File: config.mk
export PLATFORM = sky130hd
export DESIGN_NAME = lock_reg_bank_arbiter_flat
export DESIGN_NICKNAME = d
export VERILOG_FILES = /design/src/rtl/lock_reg_bank_arbiter_pkg.sv /design/src/rtl/lock_reg_bank_arbiter_if.sv /design/src/rtl/lock_reg_bank_arbiter_rr_arbiter.sv /design/src/rtl/lock_reg_bank_arbiter.sv /design/src/flat_wrapper.sv
export SDC_FILE = /design/constraint.sdc
export NUM_CORES = 1
export LEC_CHECK = 0
export BUFFER_PORTS_ARGS = -buffer_cell sky130_fd_sc_hd__buf_4
export CAP_MARGIN = 5
export CORE_ASPECT_RATIO = 1.5
export CORE_MARGIN = 2
export CORE_UTILIZATION = 46
export DETAILED_ROUTE_END_ITERATION = 7
export PLACE_DENSITY = 0.76
export SLEW_MARGIN = 10
export SYNTH_ARGS = -nofsm -noshare
export SYNTH_HDL_FRONTEND = slang
export SYNTH_HIERARCHICAL = 1
export SYNTH_SLANG_ARGS = --single-unit
export TNS_END_PERCENT = 10
File: constraint.sdc
create_clock -name Clk -period 2.8 [get_ports Clk]
set_input_delay 0.56 -clock Clk [delete_from_list [all_inputs] [get_ports Clk]]
set_output_delay 0.56 -clock Clk [all_outputs]
set_load 0.05 [all_outputs]
File: src/rtl/lock_reg_bank_arbiter_pkg.sv
// Shared types, default widths and the round-robin search helper for the
// lockable config register bank.
package lock_reg_bank_arbiter_pkg;

  localparam int MAX_REQ      = 8;
  localparam int DEF_NUM_REQ  = 3;
  localparam int DEF_NUM_REGS = 4;
  localparam int DEF_DATA_W   = 16;
  localparam int DEF_ADDR_W   = 2;

  typedef enum logic [1:0] {
    IDLE   = 2'd0,
    GRANT  = 2'd1,
    COMMIT = 2'd2
  } state_e;

  // First set bit of req at or above ptr, wrapping modulo n; one-hot result.
  // Sized for the largest supported requester count so callers zero-extend.
  function automatic logic [MAX_REQ-1:0] rr_pick(input logic [MAX_REQ-1:0] req,
                                                 input logic [3:0]         ptr,
                                                 input logic [3:0]         n);
    logic [MAX_REQ-1:0] oh;
    logic               found;
    logic [3:0]         k;
    oh    = '0;
    found = 1'b0;
    for (int i = 0; i < MAX_REQ; i++) begin
      k = ptr + 4'(i);
      if (k >= n) k = k - n;
      if ((4'(i) < n) && !found && req[k[2:0]]) begin
        oh[k[2:0]] = 1'b1;
        found      = 1'b1;
      end
    end
    return oh;
  endfunction

endpackage

File: src/rtl/lock_reg_bank_arbiter_if.sv
// Requester-side bus: level requests with packed address/data, and the
// registered grant / ack / err pulses going back.
interface lock_reg_bank_arbiter_if
  import lock_reg_bank_arbiter_pkg::*;
#(
  parameter int NUM_REQ = DEF_NUM_REQ,
  parameter int DATA_W  = DEF_DATA_W,
  parameter int ADDR_W  = DEF_ADDR_W
);
  logic [NUM_REQ-1:0]        req;
  logic [NUM_REQ*ADDR_W-1:0] req_addr;
  logic [NUM_REQ*DATA_W-1:0] req_data;
  logic [NUM_REQ-1:0]        req_trusted;
  logic [NUM_REQ-1:0]        gnt;
  logic                      ack;
  logic                      err;

  modport master (output req, req_addr, req_data, req_trusted,
                  input  gnt, ack, err);
  modport slave  (input  req, req_addr, req_data, req_trusted,
                  output gnt, ack, err);
endinterface

File: src/rtl/lock_reg_bank_arbiter_rr_arbiter.sv
// Combinational round-robin picker: one-hot winner searching upward from ptr.
module rr_arbiter
  import lock_reg_bank_arbiter_pkg::*;
#(
  parameter int NUM_REQ = DEF_NUM_REQ,
  parameter int PTR_W   = (NUM_REQ > 1) ? $clog2(NUM_REQ) : 1
) (
  input  logic [NUM_REQ-1:0] req,
  input  logic [PTR_W-1:0]   ptr,
  output logic [NUM_REQ-1:0] gnt,
  output logic               valid
);
  logic [MAX_REQ-1:0] pick;

  // Widen to the helper's fixed size, then trim back to the live lanes.
  always_comb begin
    pick  = rr_pick(MAX_REQ'(req), 4'(ptr), 4'(NUM_REQ));
    gnt   = pick[NUM_REQ-1:0];
    valid = |req;
  end
endmodule

File: src/rtl/lock_reg_bank_arbiter.sv
// Arbitrated writer into a bank of sticky-lockable config registers.
// One access per IDLE->GRANT->COMMIT pass; the lock policy is checked at the
// edge that enters COMMIT so ack/err and the new register value appear together.
module lock_reg_bank_arbiter
  import lock_reg_bank_arbiter_pkg::*;
#(
  parameter int NUM_REQ  = DEF_NUM_REQ,
  parameter int NUM_REGS = DEF_NUM_REGS,
  parameter int DATA_W   = DEF_DATA_W,
  parameter int ADDR_W   = DEF_ADDR_W
) (
  input  logic                       Clk,
  input  logic                       resetn,
  lock_reg_bank_arbiter_if.slave     bus,
  input  logic                       debug_mode,
  input  logic [NUM_REGS-1:0]        lock_set,
  output logic [NUM_REGS*DATA_W-1:0] reg_q,
  output logic [NUM_REGS-1:0]        lock_q
);
  localparam int PTR_W = (NUM_REQ > 1) ? $clog2(NUM_REQ) : 1;

  state_e              state, state_d;
  logic [PTR_W-1:0]    rr_ptr, cap_idx, win_idx;
  logic [NUM_REQ-1:0]  win_oh;
  logic                win_vld;
  logic [ADDR_W-1:0]   cap_addr, win_addr;
  logic [DATA_W-1:0]   cap_data, win_data;
  logic                cap_trusted, win_trusted;
  logic [NUM_REQ-1:0]  gnt_q, gnt_d;
  logic                ack_q, ack_d, err_q, err_d;
  logic                cap_en, wr_en;
  logic                addr_ok, addr_locked;
  logic [NUM_REGS-1:0] lock_eff;
  logic [DATA_W-1:0]   bank [NUM_REGS];

  rr_arbiter #(.NUM_REQ(NUM_REQ), .PTR_W(PTR_W)) u_rr (
    .req   (bus.req),
    .ptr   (rr_ptr),
    .gnt   (win_oh),
    .valid (win_vld)
  );

  // Turn the one-hot winner into an index and mux out its request fields.
  always_comb begin
    win_idx     = '0;
    win_addr    = '0;
    win_data    = '0;
    win_trusted = 1'b0;
    for (int i = 0; i < NUM_REQ; i++) begin
      if (win_oh[i]) begin
        win_idx     = PTR_W'(i);
        win_addr    = bus.req_addr[i*ADDR_W +: ADDR_W];
        win_data    = bus.req_data[i*DATA_W +: DATA_W];
        win_trusted = bus.req_trusted[i];
      end
    end
  end

  // FSM state register.
  always_ff @(posedge Clk or negedge resetn) begin
    if (!resetn) state <= IDLE;
    else         state <= state_d;
  end

  // FSM next state: a single pass per access, no early exits.
  always_comb begin
    state_d = state;
    case (state)
      IDLE:    if (win_vld) state_d = GRANT;
      GRANT:   state_d = COMMIT;
      COMMIT:  state_d = IDLE;
      default: state_d = IDLE;
    endcase
  end

  // FSM outputs and policy. A lock_set arriving on the commit edge counts as
  // already locked, so the lock always wins that race.
  always_comb begin
    lock_eff    = lock_q | lock_set;
    addr_ok     = ({1'b0, cap_addr} < (ADDR_W+1)'(NUM_REGS));
    addr_locked = 1'b0;
    for (int j = 0; j < NUM_REGS; j++)
      if ((cap_addr == ADDR_W'(j)) && lock_eff[j]) addr_locked = 1'b1;
    cap_en = 1'b0;
    wr_en  = 1'b0;
    gnt_d  = '0;
    ack_d  = 1'b0;
    err_d  = 1'b0;
    case (state)
      IDLE: if (win_vld) begin
        cap_en = 1'b1;
        gnt_d  = win_oh;
      end
      GRANT: begin
        if (addr_ok && !addr_locked && (!debug_mode || cap_trusted)) begin
          wr_en = 1'b1;
          ack_d = 1'b1;
        end else begin
          err_d = 1'b1;
        end
      end
      default: ;
    endcase
  end

  // Registered handshake pulses.
  always_ff @(posedge Clk or negedge resetn) begin
    if (!resetn) begin
      gnt_q <= '0;
      ack_q <= 1'b0;
      err_q <= 1'b0;
    end else begin
      gnt_q <= gnt_d;
      ack_q <= ack_d;
      err_q <= err_d;
    end
  end

  // Capture the winner so a requester may drop req once granted.
  always_ff @(posedge Clk or negedge resetn) begin
    if (!resetn) begin
      cap_idx     <= '0;
      cap_addr    <= '0;
      cap_data    <= '0;
      cap_trusted <= 1'b0;
    end else if (cap_en) begin
      cap_idx     <= win_idx;
      cap_addr    <= win_addr;
      cap_data    <= win_data;
      cap_trusted <= win_trusted;
    end
  end

  // Rotate priority past the requester just served.
  always_ff @(posedge Clk or negedge resetn) begin
    if (!resetn)              rr_ptr <= '0;
    else if (state == GRANT)  rr_ptr <= (cap_idx == PTR_W'(NUM_REQ-1)) ? '0
                                                                      : cap_idx + PTR_W'(1);
  end

  // Register bank: only a policy-approved commit writes.
  always_ff @(posedge Clk or negedge resetn) begin
    if (!resetn) begin
      for (int j = 0; j < NUM_REGS; j++) bank[j] <= '0;
    end else if (wr_en) begin
      for (int j = 0; j < NUM_REGS; j++)
        if (cap_addr == ADDR_W'(j)) bank[j] <= cap_data;
    end
  end

  // Sticky locks: set-only, cleared solely by reset.
  always_ff @(posedge Clk or negedge resetn) begin
    if (!resetn) lock_q <= '0;
    else         lock_q <= lock_q | lock_set;
  end

  for (genvar g = 0; g < NUM_REGS; g++) begin : g_regq
    assign reg_q[g*DATA_W +: DATA_W] = bank[g];
  end

  assign bus.gnt = gnt_q;
  assign bus.ack = ack_q;
  assign bus.err = err_q;
endmodule

File: src/flat_wrapper.sv
// flat-port wrapper written by rule: the top's interface ports become plain ports
module lock_reg_bank_arbiter_flat import lock_reg_bank_arbiter_pkg::*;
#(
  parameter int NUM_REQ  = DEF_NUM_REQ,
  parameter int NUM_REGS = DEF_NUM_REGS,
  parameter int DATA_W   = DEF_DATA_W,
  parameter int ADDR_W   = DEF_ADDR_W
)
  (Clk, resetn, debug_mode, lock_set, reg_q, lock_q, bus_req, bus_req_addr, bus_req_data, bus_req_trusted, bus_gnt, bus_ack, bus_err);
  lock_reg_bank_arbiter_if #(.NUM_REQ(NUM_REQ), .DATA_W(DATA_W), .ADDR_W(ADDR_W)) bus_i ();
  input  logic Clk;
  input  logic resetn;
  input  logic debug_mode;
  input  logic [NUM_REGS-1:0] lock_set;
  output logic [NUM_REGS*DATA_W-1:0] reg_q;
  output logic [NUM_REGS-1:0] lock_q;
  input wire logic [$bits(bus_i.req)-1:0] bus_req;
  input wire logic [$bits(bus_i.req_addr)-1:0] bus_req_addr;
  input wire logic [$bits(bus_i.req_data)-1:0] bus_req_data;
  input wire logic [$bits(bus_i.req_trusted)-1:0] bus_req_trusted;
  output wire logic [$bits(bus_i.gnt)-1:0] bus_gnt;
  output wire logic [$bits(bus_i.ack)-1:0] bus_ack;
  output wire logic [$bits(bus_i.err)-1:0] bus_err;
  assign bus_i.req = bus_req;
  assign bus_i.req_addr = bus_req_addr;
  assign bus_i.req_data = bus_req_data;
  assign bus_i.req_trusted = bus_req_trusted;
  assign bus_gnt = bus_i.gnt;
  assign bus_ack = bus_i.ack;
  assign bus_err = bus_i.err;
  lock_reg_bank_arbiter #(.NUM_REQ(NUM_REQ), .NUM_REGS(NUM_REGS), .DATA_W(DATA_W), .ADDR_W(ADDR_W)) u_core (.Clk(Clk), .resetn(resetn), .bus(bus_i), .debug_mode(debug_mode), .lock_set(lock_set), .reg_q(reg_q), .lock_q(lock_q));
endmodule
==> run_results.csv, run 1 <==
group,metric,value,unit
setup_path,crit_fanout,11,
sta,finalClockSkew,0.007197,ns
pwr,total_power,5536,uW
detailed_routing,dr.first_iter.drc_count,182,
grt,grt_use_total,22.20,%
sta,max_freq,375.5,MHz
setup_path,cp-end-kind,"flip-flop",
yosys,synth.most_common_cell,"dfrtp_1",
sta,holdWs,0.2289,ns
sta,rsz0062_at_grt,"no",
place,place_area,0.005543,sq mm
layout,finalNonFillerCells,596,
yosys,seq_area_frac_synth,55.75,%
grt,grt_max_degree,51,
yosys,synthTopCellsByCount,"98 x dfrtp_1, 51 x mux2_2, 39 x o21ai_0",
layout,fin_area,0.005852,sq mm
layout,antennaDiodeCount,0,
clock_tree,cts_root_buffer,"clkbuf_16",
setup_path,path_buf_inv,1,
setup_path,crit_chain,"ha_2 > ha_2 > and4bb_2 > a21oi_2 > o2111ai_1 > a31oi_1 > nor2b_1 > buf_4 > a221oi_1 > o21ai_0",
die,start_util,47.54,%
yosys,yosysTopAreaCell,"dfrtp_1",
setup_path,cp_slowest_cell,"dfrtp_1",
yosys,ys_top_cells_by_area,"dfrtp_1 56%, mux2_2 13%, o21ai_0 4.4%, mux2_4 3.8%, a221oi_1 3.6%",
die,num_rows,43,
yosys,synth_cell_types,53,
clock_tree,cts.sinks,98,
yosys,synth-main-ff-cell,"dfrtp_1",
pwr,p_leak,0.002974,uW
yosys,syn_area_per_cell,12.90,sq um
clock_tree,hold_buffers,0,
place,globalplace.congestion,0.8920,
detailed_routing,routed_wirelength,11430,um
min_path,min_path_type,"in2async",
die,die_area,0.01038,sq mm
setup_path,path_delay_family,"compound AO/OA/AOI/OAI gates",
yosys,synth-edff-count,0,
grt,grt_pass1_wl,17440,um
die,die_h,123.8,um
run_status,status,"finished, final reports clean",
sta,maxSlewHeadroom,51.83,%
setup_path,cp.arrival,2.92,ns
sta,post-route-period-util,95.11,%
pwr,peakVddDrop,595.6,uV
sta,final-setup-viol-count,0,
clock_tree,clk_path_buf_depth,2,
pwr,power.density,946.0,mW/mm^2
yosys,syn_nets,414,
detailed_routing,dr.pass1.iters,4,
sta,hold_viol,0,
place,hpwl,8443,um
clock_tree,cts-buffers-inserted,9,
yosys,ys_async_sr_fraction,100.0,%
place,dpl.cell_count,581,
detailed_routing,num_vias,3325,
run,drv_cap,0,
setup_path,crit_top_cell,"ha_2",
detailed_routing,antenna_left,0,
detailed_routing,viasPerCell,5.579,
die,dieWidth,83.85,um
setup_path,required,3.06,ns
clock_tree,cts_resized,0,
yosys,syn-cell-area,0.004399,sq mm
detailed_routing,drt-wirelength-per-cell,19.18,um
setup_path,slowest_delay,0.49,ns
layout,area_growth,33.02,%
die,core_area,0.009254,sq mm
layout,drive_gt1_share,50.00,%
clock_tree,cts_tree,"done",
sta,worstMarginPinSlew,0.7223,ns
place,port_buffers,139,
grt,first_global_vias,3401,
yosys,synth-seq-cells,98,
yosys,synth_top_area_share,55.75,%
sta,fin_setup_tns,0,ns
die,ioPinCount,140,
clock_tree,htreeDepth,3,
sta,fin_crit,2.663,ns
layout,nNetsFinal,553,
clock_tree,clk_pin_slew_worst_paths,0.06,ns
setup_path,startpoint_type,"flip-flop",
sta,slew_violations,0,
setup_path,crit_type,"reg2reg",
detailed_routing,remaining_drc_errors,0,
yosys,syn_inst,341,
clock_tree,clk_latency,0.35,ns
yosys,ys_warn_count,6,
grt,antenna_found_initial,0,
clock_tree,post_cts.repair.setup_buffers,0,
grt,gr-total-overflow,0,
## path summary, 6_finish.rpt
check | from | to | slack, ns | cells past startpoint
min reg2reg | u_core/cap_idx[1]$_DFFE_PN0P_ | u_core/rr_ptr[0]$_DFFE_PN0P_ | 0.48 | 1
max in group asynchronous | resetn | u_core/reg_q[13]$_DFFE_PN0P_ | 1.89 | 2
min | resetn | u_core/lock_q[2]$_DFF_PN0_ | 0.23 | 1
max | u_core/rr_ptr[1]$_DFFE_PN0P_ | u_core/cap_data[9]$_DFFE_PN0P_ | 0.14 | 10
min in group Clk | lock_set[1] | u_core/lock_q[1]$_DFF_PN0_ | 0.42 | 3
max reg2reg | u_core/rr_ptr[1]$_DFFE_PN0P_ | u_core/cap_data[9]$_DFFE_PN0P_ | 0.14 | 10
## per-layer routing
metal	global-route usage [%]	wire [um]
met1	24.93	4210
met2	40.45	6237
met3	4.506	648
met4	10.48	335
met5	0	0
## power by group
part | switching [uW] | total (uW) | internal [uW] | leakage [uW]
registers | 301 | 2000 | 1700 | 0.00130
logic | 1400 | 2290 | 897 | 0.00152
clock network | 510 | 1250 | 735 | 0.000148
## per-stage QoR
step	setup slack, ns	util, %
5_1_grt	0.04991	63.24
4_1_cts	0.08273	63.18
6_report	0.1370	63.24
3_5_place_dp	0.1166	59.90
2_1_floorplan	0.2313	-
3_3_place_gp	0.3436	59.90
## layout make-up
class	instances	area (sq um)
clock buffer	11	252.7
clock inverter	4	51.30
fill	726	3402
sequential	98	2452
inverter	13	48.80
timing repair buffer	149	1144
multi-input combinational	209	1763
tap	112	140.1
## sequential cells by signal (all words and copies together) (netlist names)
register	cells
u_core/cap_addr	2
u_core/cap_trusted	1
u_core/rr_ptr	2
u_core/bus.gnt	3
u_core/cap_idx	2
u_core/state	2
u_core/bus.err	1
u_core/reg_q	64
u_core/lock_q	4
u_core/bus.ack	1
u_core/cap_data	16
## logic make-up (layout without fill, tap and decap cells)
group	Yosys count	after routing	share of synthesized area, %
flops	98	98	55.75
compound gates	80	80	12.46
mux	67	67	18.03
simple gates	56	56	7.764
buf+inv	34	177	4.294
fa+ha+maj	6	6	1.706
## cells in the final DEF, fill, tap and decap left out, types with 3 or more instances in the layout
cell | synthesis | layout
inv_2 | 2 | 3
mux2_2 | 51 | 51
mux2_1 | 3 | 3
mux2_4 | 11 | 11
clkbuf_16 | 0 | 9
nand2_1 | 23 | 23
nor3_1 | 3 | 3
nor2_1 | 8 | 8
a221oi_1 | 18 | 18
inv_1 | 11 | 10
buf_4 | 2 | 147
o21ai_0 | 39 | 39
o21a_1 | 3 | 3
ha_1 | 6 | 4
dfrtp_1 | 98 | 98
Note: power is estimated with default switching activity, not from simulation.
==> run 2: changes to the inputs <==
PLACE_DENSITY = not set   (was 0.76)
PLACE_DENSITY_LB_ADDON = 0.15   (was not set)
==> run_results.csv, run 2 (synthesis gave the netlist of run 1 again) <==
group,metric,value,unit
run_status,status,"finished, final reports clean",
clock_tree,cts_tree,"done",
detailed_routing,dr.pass1.iters,4,
clock_tree,post_cts.repair.setup_buffers,0,
layout,finalNonFillerCells,599,
sta,fin_crit,2.638,ns
die,die_area,0.01038,sq mm
layout,area_growth,33.73,%
clock_tree,htreeDepth,3,
detailed_routing,viasPerCell,5.583,
clock_tree,clk_latency,0.34,ns
detailed_routing,drt-wirelength-per-cell,19.22,um
sta,maxSlewHeadroom,49.13,%
sta,final-setup-viol-count,0,
setup_path,regToRegStartpoint,"u_core/rr_ptr[0]$_DFFE_PN0P_",
sta,post-route-period-util,94.21,%
die,die_h,123.8,um
layout,antennaDiodeCount,0,
grt,gr-total-overflow,0,
setup_path,reg2reg_depth,11,
clock_tree,cts_root_buffer,"clkbuf_16",
place,dpl_worst_slack,0.04797,ns
detailed_routing,remaining_drc_errors,0,
die,ioPinCount,140,
clock_tree,cts.sinks,98,
place,globalplace.congestion,0.9488,
clock_tree,cts-buffers-inserted,9,
setup_path,rr_endpoint,"u_core/cap_data[13]$_DFFE_PN0P_",
min_path,min_path_type,"in2async",
pwr,peakVddDrop,561.5,uV
detailed_routing,routed_wirelength,11510,um
sta,setup_ws,0.1620,ns
grt,grt_use_total,22.42,%
clock_tree,hold_buffers,0,
setup_path,crit_type,"reg2reg",
grt,antenna_found_initial,0,
layout,final_cell_mix,"151 x buf_4, 98 x dfrtp_1, 51 x mux2_2",
run,drv_cap,0,
setup_path,r2r_slack,0.16,ns
layout,fillCellCount,756,
place,port_buffers,139,
clock_tree,clk_path_buf_depth,2,
detailed_routing,num_vias,3344,
die,num_rows,43,
layout,largest_reg_flops,64,
clock_tree,clk_pin_slew_worst_paths,0.06,ns
place,hpwl,8384,um
setup_path,cp-end-kind,"flip-flop",
die,core_area,0.009254,sq mm
pwr,p_leak,0.002990,uW
sta,finalClockSkew,0.006047,ns
setup_path,cp.arrival,2.87,ns
detailed_routing,antenna_left,0,
sta,slew_violations,0,
die,start_util,47.54,%
sta,worstMarginPinSlew,0.7627,ns
place,dpl.cell_count,584,
layout,drive_gt1_share,50.72,%
layout,nNetsFinal,556,
detailed_routing,dr.first_iter.drc_count,150,
setup_path,startpoint_type,"flip-flop",
clock_tree,cts_resized,0,
sta,hold_viol,0,
die,dieWidth,83.85,um
pwr,power.density,961.0,mW/mm^2
sta,max_freq,379.1,MHz
grt,first_global_vias,3377,
layout,final_common_cell,"buf_4",
grt,grt_max_degree,47,
pwr,total_power,5654,uW
grt,grt_pass1_wl,17750,um
setup_path,required,3.04,ns
setup_path,crit_fanout,8,
## run 2: through the flow
stage | cell area, sq um | hold slack (ns) | TNS (ns) | util [%]
6_report | 5883 | 0.2058 | 0 | 63.57
4_1_cts | 5871 | 0.2321 | 0 | 63.44
2_1_floorplan | 4399 | 0.2644 | 0 | -
3_3_place_gp | 5555 | 0.4623 | 0 | 60.03
3_5_place_dp | 5555 | 0.4837 | 0 | 60.03
5_1_grt | 5883 | 0.2526 | -0.002175 | 63.57
## run 2: final cells by class
type                    count  area (sq um)  area share, %
multi-input cells         209          1773          30.14
clock buffers               9         225.2          3.828
flip-flops and latches     98          2452          41.68
inverters                  13         48.80         0.8294
well taps                 112         140.1          2.382
clock inverters             6         90.09          1.531
repair buffers            152          1154          19.61
## run 2: layer usage
layer	up-vias	part of all wire, %	global-route usage (%)
met5	-	0	0
met4	0	3.2	9.778
met3	25	6.3	5.434
met2	136	51	38.05
met1	1660	39	27.40
li1	1523	-	-
## run 2: worst max-delay path by stage
stage	start	endpoint	slack (ns)	cells after the start
floorplan	u_core/rr_ptr[0]$_DFFE_PN0P_	u_core/cap_addr[0]$_DFFE_PN0P_	0.23	12
global placement	u_core/rr_ptr[0]$_DFFE_PN0P_	u_core/cap_data[15]$_DFFE_PN0P_	0.22	11
detailed placement	u_core/rr_ptr[0]$_DFFE_PN0P_	u_core/cap_data[13]$_DFFE_PN0P_	0.05	11
CTS	u_core/rr_ptr[0]$_DFFE_PN0P_	u_core/cap_data[13]$_DFFE_PN0P_	0.003	11
global route	u_core/rr_ptr[0]$_DFFE_PN0P_	u_core/cap_data[13]$_DFFE_PN0P_	-0.002	11
finish	u_core/rr_ptr[0]$_DFFE_PN0P_	u_core/cap_data[13]$_DFFE_PN0P_	0.16	11
## run 2: worst max-delay path: stages, from the launching register on
cell and delay, ns:
dfrtp_1 0.42, inv_1 0.10, ha_2 0.25, ha_2 0.27
and4bb_2 0.26, a21oi_2 0.12, o2111ai_1 0.15, a31oi_2 0.27
nor2b_2 0.20, buf_4 0.17, a221oi_1 0.08, o21ai_0 0.24
## run 2: power breakdown
| part | internal, uW | total (uW) | switching, uW |
|---|---|---|---|
| Combinational | 917 | 2340 | 1420 |
| Clock | 781 | 1330 | 544 |
| Sequential | 1700 | 1990 | 292 |
==> run 3: changes to the inputs <==
SYNTH_HIERARCHICAL = not set   (was 1)
==> run_results.csv, run 3 <==
group,metric,value,unit
setup_path,regToRegStartpoint,"u_core.rr_ptr[0]$_DFFE_PN0P_",
grt,grt_max_degree,52,
setup_path,cp-end-kind,"flip-flop",
yosys,synth_cell_types,41,
clock_tree,clk_pin_slew_worst_paths,0.07,ns
layout,drive_gt1_share,50.96,%
setup_path,crit_chain,"inv_1 > ha_1 > nand3b_1 > o21ai_2 > nand2_1 > a221oi_2 > nor3_4 > buf_4 > a221o_1",
setup_path,cp.arrival,2.76,ns
sta,worstMarginPinSlew,0.6607,ns
sta,rsz0062_at_grt,"no",
setup_path,crit_fanout,11,
setup_path,path_buf_inv,2,
clock_tree,cts-buffers-inserted,9,
yosys,ys_async_sr_fraction,100.0,%
layout,multi_input_area,0.001809,sq mm
setup_path,required,3.02,ns
pwr,total_power,4939,uW
die,dieWidth,83.75,um
sta,hold_viol,0,
detailed_routing,drt-wirelength-per-cell,19.02,um
layout,fillCellCount,736,
yosys,syn_inst,323,
die,start_util,47.42,%
layout,largest_reg_flops,64,
yosys,yosysTopAreaCell,"dfrtp_1",
layout,area_growth,34.39,%
clock_tree,post_cts.repair.setup_buffers,0,
sta,maxSlewHeadroom,55.95,%
clock_tree,cts_resized,0,
min_path,min_path_type,"in2async",
setup_path,crit_start,"u_core.rr_ptr[0]$_DFFE_PN0P_",
setup_path,cp_slowest_cell,"a221oi_2",
clock_tree,clk_latency,0.34,ns
yosys,synth-seq-cells,98,
yosys,seq_area_frac_synth,55.89,%
layout,finalNonFillerCells,579,
sta,fin_setup_tns,0,ns
yosys,synth.most_common_cell,"dfrtp_1",
grt,antenna_found_initial,0,
detailed_routing,viasPerCell,5.363,
detailed_routing,dr.pass1.iters,5,
layout,final_cell_mix,"144 x buf_4, 98 x dfrtp_1, 42 x nand2_1",
detailed_routing,antenna_left,0,
clock_tree,hold_buffers,0,
detailed_routing,routed_wirelength,11010,um
grt,grt_pass1_wl,17240,um
layout,final_common_cell,"buf_4",
yosys,syn-cell-area,0.004388,sq mm
pwr,peakVddDrop,598.0,uV
clock_tree,cts.sinks,98,
sta,slew_violations,0,
die,num_rows,43,
sta,post-route-period-util,90.84,%
setup_path,startpoint_type,"flip-flop",
setup_path,path_delay_family,"compound AO/OA/AOI/OAI gates",
setup_path,slowest_delay,0.43,ns
pwr,p_leak,0.003165,uW
run_status,status,"finished, final reports clean",
place,place_area,0.005539,sq mm
die,die_area,0.01035,sq mm
layout,fin_area,0.005897,sq mm
yosys,synthTopCellsByCount,"98 x dfrtp_1, 42 x nand2_1, 34 x mux2_2",
yosys,syn_nets,396,
die,ioPinCount,140,
place,hpwl,7977,um
detailed_routing,remaining_drc_errors,0,
yosys,ys_top_cells_by_area,"dfrtp_1 56%, mux2_4 11%, mux2_2 8.7%, a221o_1 4.3%, nand2_1 3.6%",
setup_path,crit_type,"reg2reg",
sta,final-setup-viol-count,0,
place,port_buffers,139,
pwr,power.density,837.6,mW/mm^2
grt,grt_use_total,21.77,%
clock_tree,cts_root_buffer,"clkbuf_16",
clock_tree,clk_path_buf_depth,2,
yosys,synth-main-ff-cell,"dfrtp_1",
yosys,syn_area_per_cell,13.59,sq um
grt,gr-total-overflow,0,
grt,first_global_vias,3316,
yosys,synth_top_area_share,55.89,%
yosys,synth-edff-count,0,
layout,seq_area,0.002452,sq mm
place,dpl.cell_count,564,
die,die_h,123.6,um
run,drv_cap,0,
sta,fin_crit,2.544,ns
layout,antennaDiodeCount,0,
detailed_routing,num_vias,3105,
sta,max_freq,393.1,MHz
sta,finalClockSkew,0.007324,ns
layout,nNetsFinal,536,
die,core_area,0.009254,sq mm
place,globalplace.congestion,0.8638,
clock_tree,htreeDepth,3,
yosys,ys_warn_count,0,
clock_tree,cts_tree,"done",
detailed_routing,dr.first_iter.drc_count,172,
==> run 3: cell count changes after synthesis, sizes merged, moves of 4 or more <==
cell	delta
buf	-4
nand2	+20
a21oi	+17
a221oi	-17
a221o	+18
o21ai	-35
inv	-7
==> run 3: final cells by class <==
cell class / instances / share of cell area (%)
clock buffer: 11 / 4.286
clock inverter: 4 / 1.676
inverter: 6 / 0.3819
multi-input combinational: 202 / 30.68
sequential: 98 / 41.59
tap: 112 / 2.376
timing repair buffer: 146 / 19.01
==> run 3: where the power goes <==
group / switching [uW] / internal (uW) / total [uW] / leakage [uW]
logic: 910 / 729 / 1640 / 0.00168
registers: 243 / 1620 / 1860 / 0.00131
clock network: 517 / 918 / 1440 / 0.000172
==> run 3: routing by layer <==
layer | vias to the layer above | global-route usage [%] | part of all wire [%]
met1 | 1556 | 26.12 | 40
li1 | 1431 | - | -
met3 | 18 | 4.307 | 4.8
met5 | - | 0 | 0
met4 | 0 | 9.274 | 2.3
met2 | 100 | 38.35 | 53
==> run 3: final timing paths <==
kind                                                   to  slack, ns  cells past startpoint
max in group asynchronous        u_core.bus.ack$_DFF_PN0_       1.84                      2
hold reg to reg                u_core.lock_q[3]$_DFF_PN0_       0.50                      1
min in group Clk               u_core.lock_q[3]$_DFF_PN0_       0.43                      2
setup reg to reg           u_core.cap_data[5]$_DFFE_PN0P_       0.26                      9
hold / removal               u_core.rr_ptr[0]$_DFFE_PN0P_       0.24                      1
setup / recovery           u_core.cap_data[5]$_DFFE_PN0P_       0.26                      9
==> run 3: kinds of logic after synthesis <==
family	count (synthesis)	synth area share [%]
AOI/OAI and AO/OA	49	8.497
xor gates and xnor gates	1	0.1996
adders and majority gates	6	1.711
buffers and inverters	23	3.136
DFF	98	55.89
muxes	69	20.82
and+or+nand+nor	77	9.752
==> run 3: worst register-to-register path, stage by stage, from the launching register on <==
cell and delay [ns]:
dfrtp_1 0.42, inv_1 0.11, ha_1 0.40, nand3b_1 0.15, o21ai_2 0.11, nand2_1 0.13, a221oi_2 0.43, nor3_4 0.15
buf_4 0.22, a221o_1 0.30
==> run 3: metrics by stage <==
stage	setup slack, ns	utilization, %	hold slack [ns]
after floorplan	0.4027	-	0.2644
after global placement	0.1773	59.86	0.4682
after detailed placement	0.1042	59.86	0.4777
after CTS	0.1333	63.66	0.2631
after global routing	0.05750	63.72	0.2905
final	0.2564	63.72	0.2423
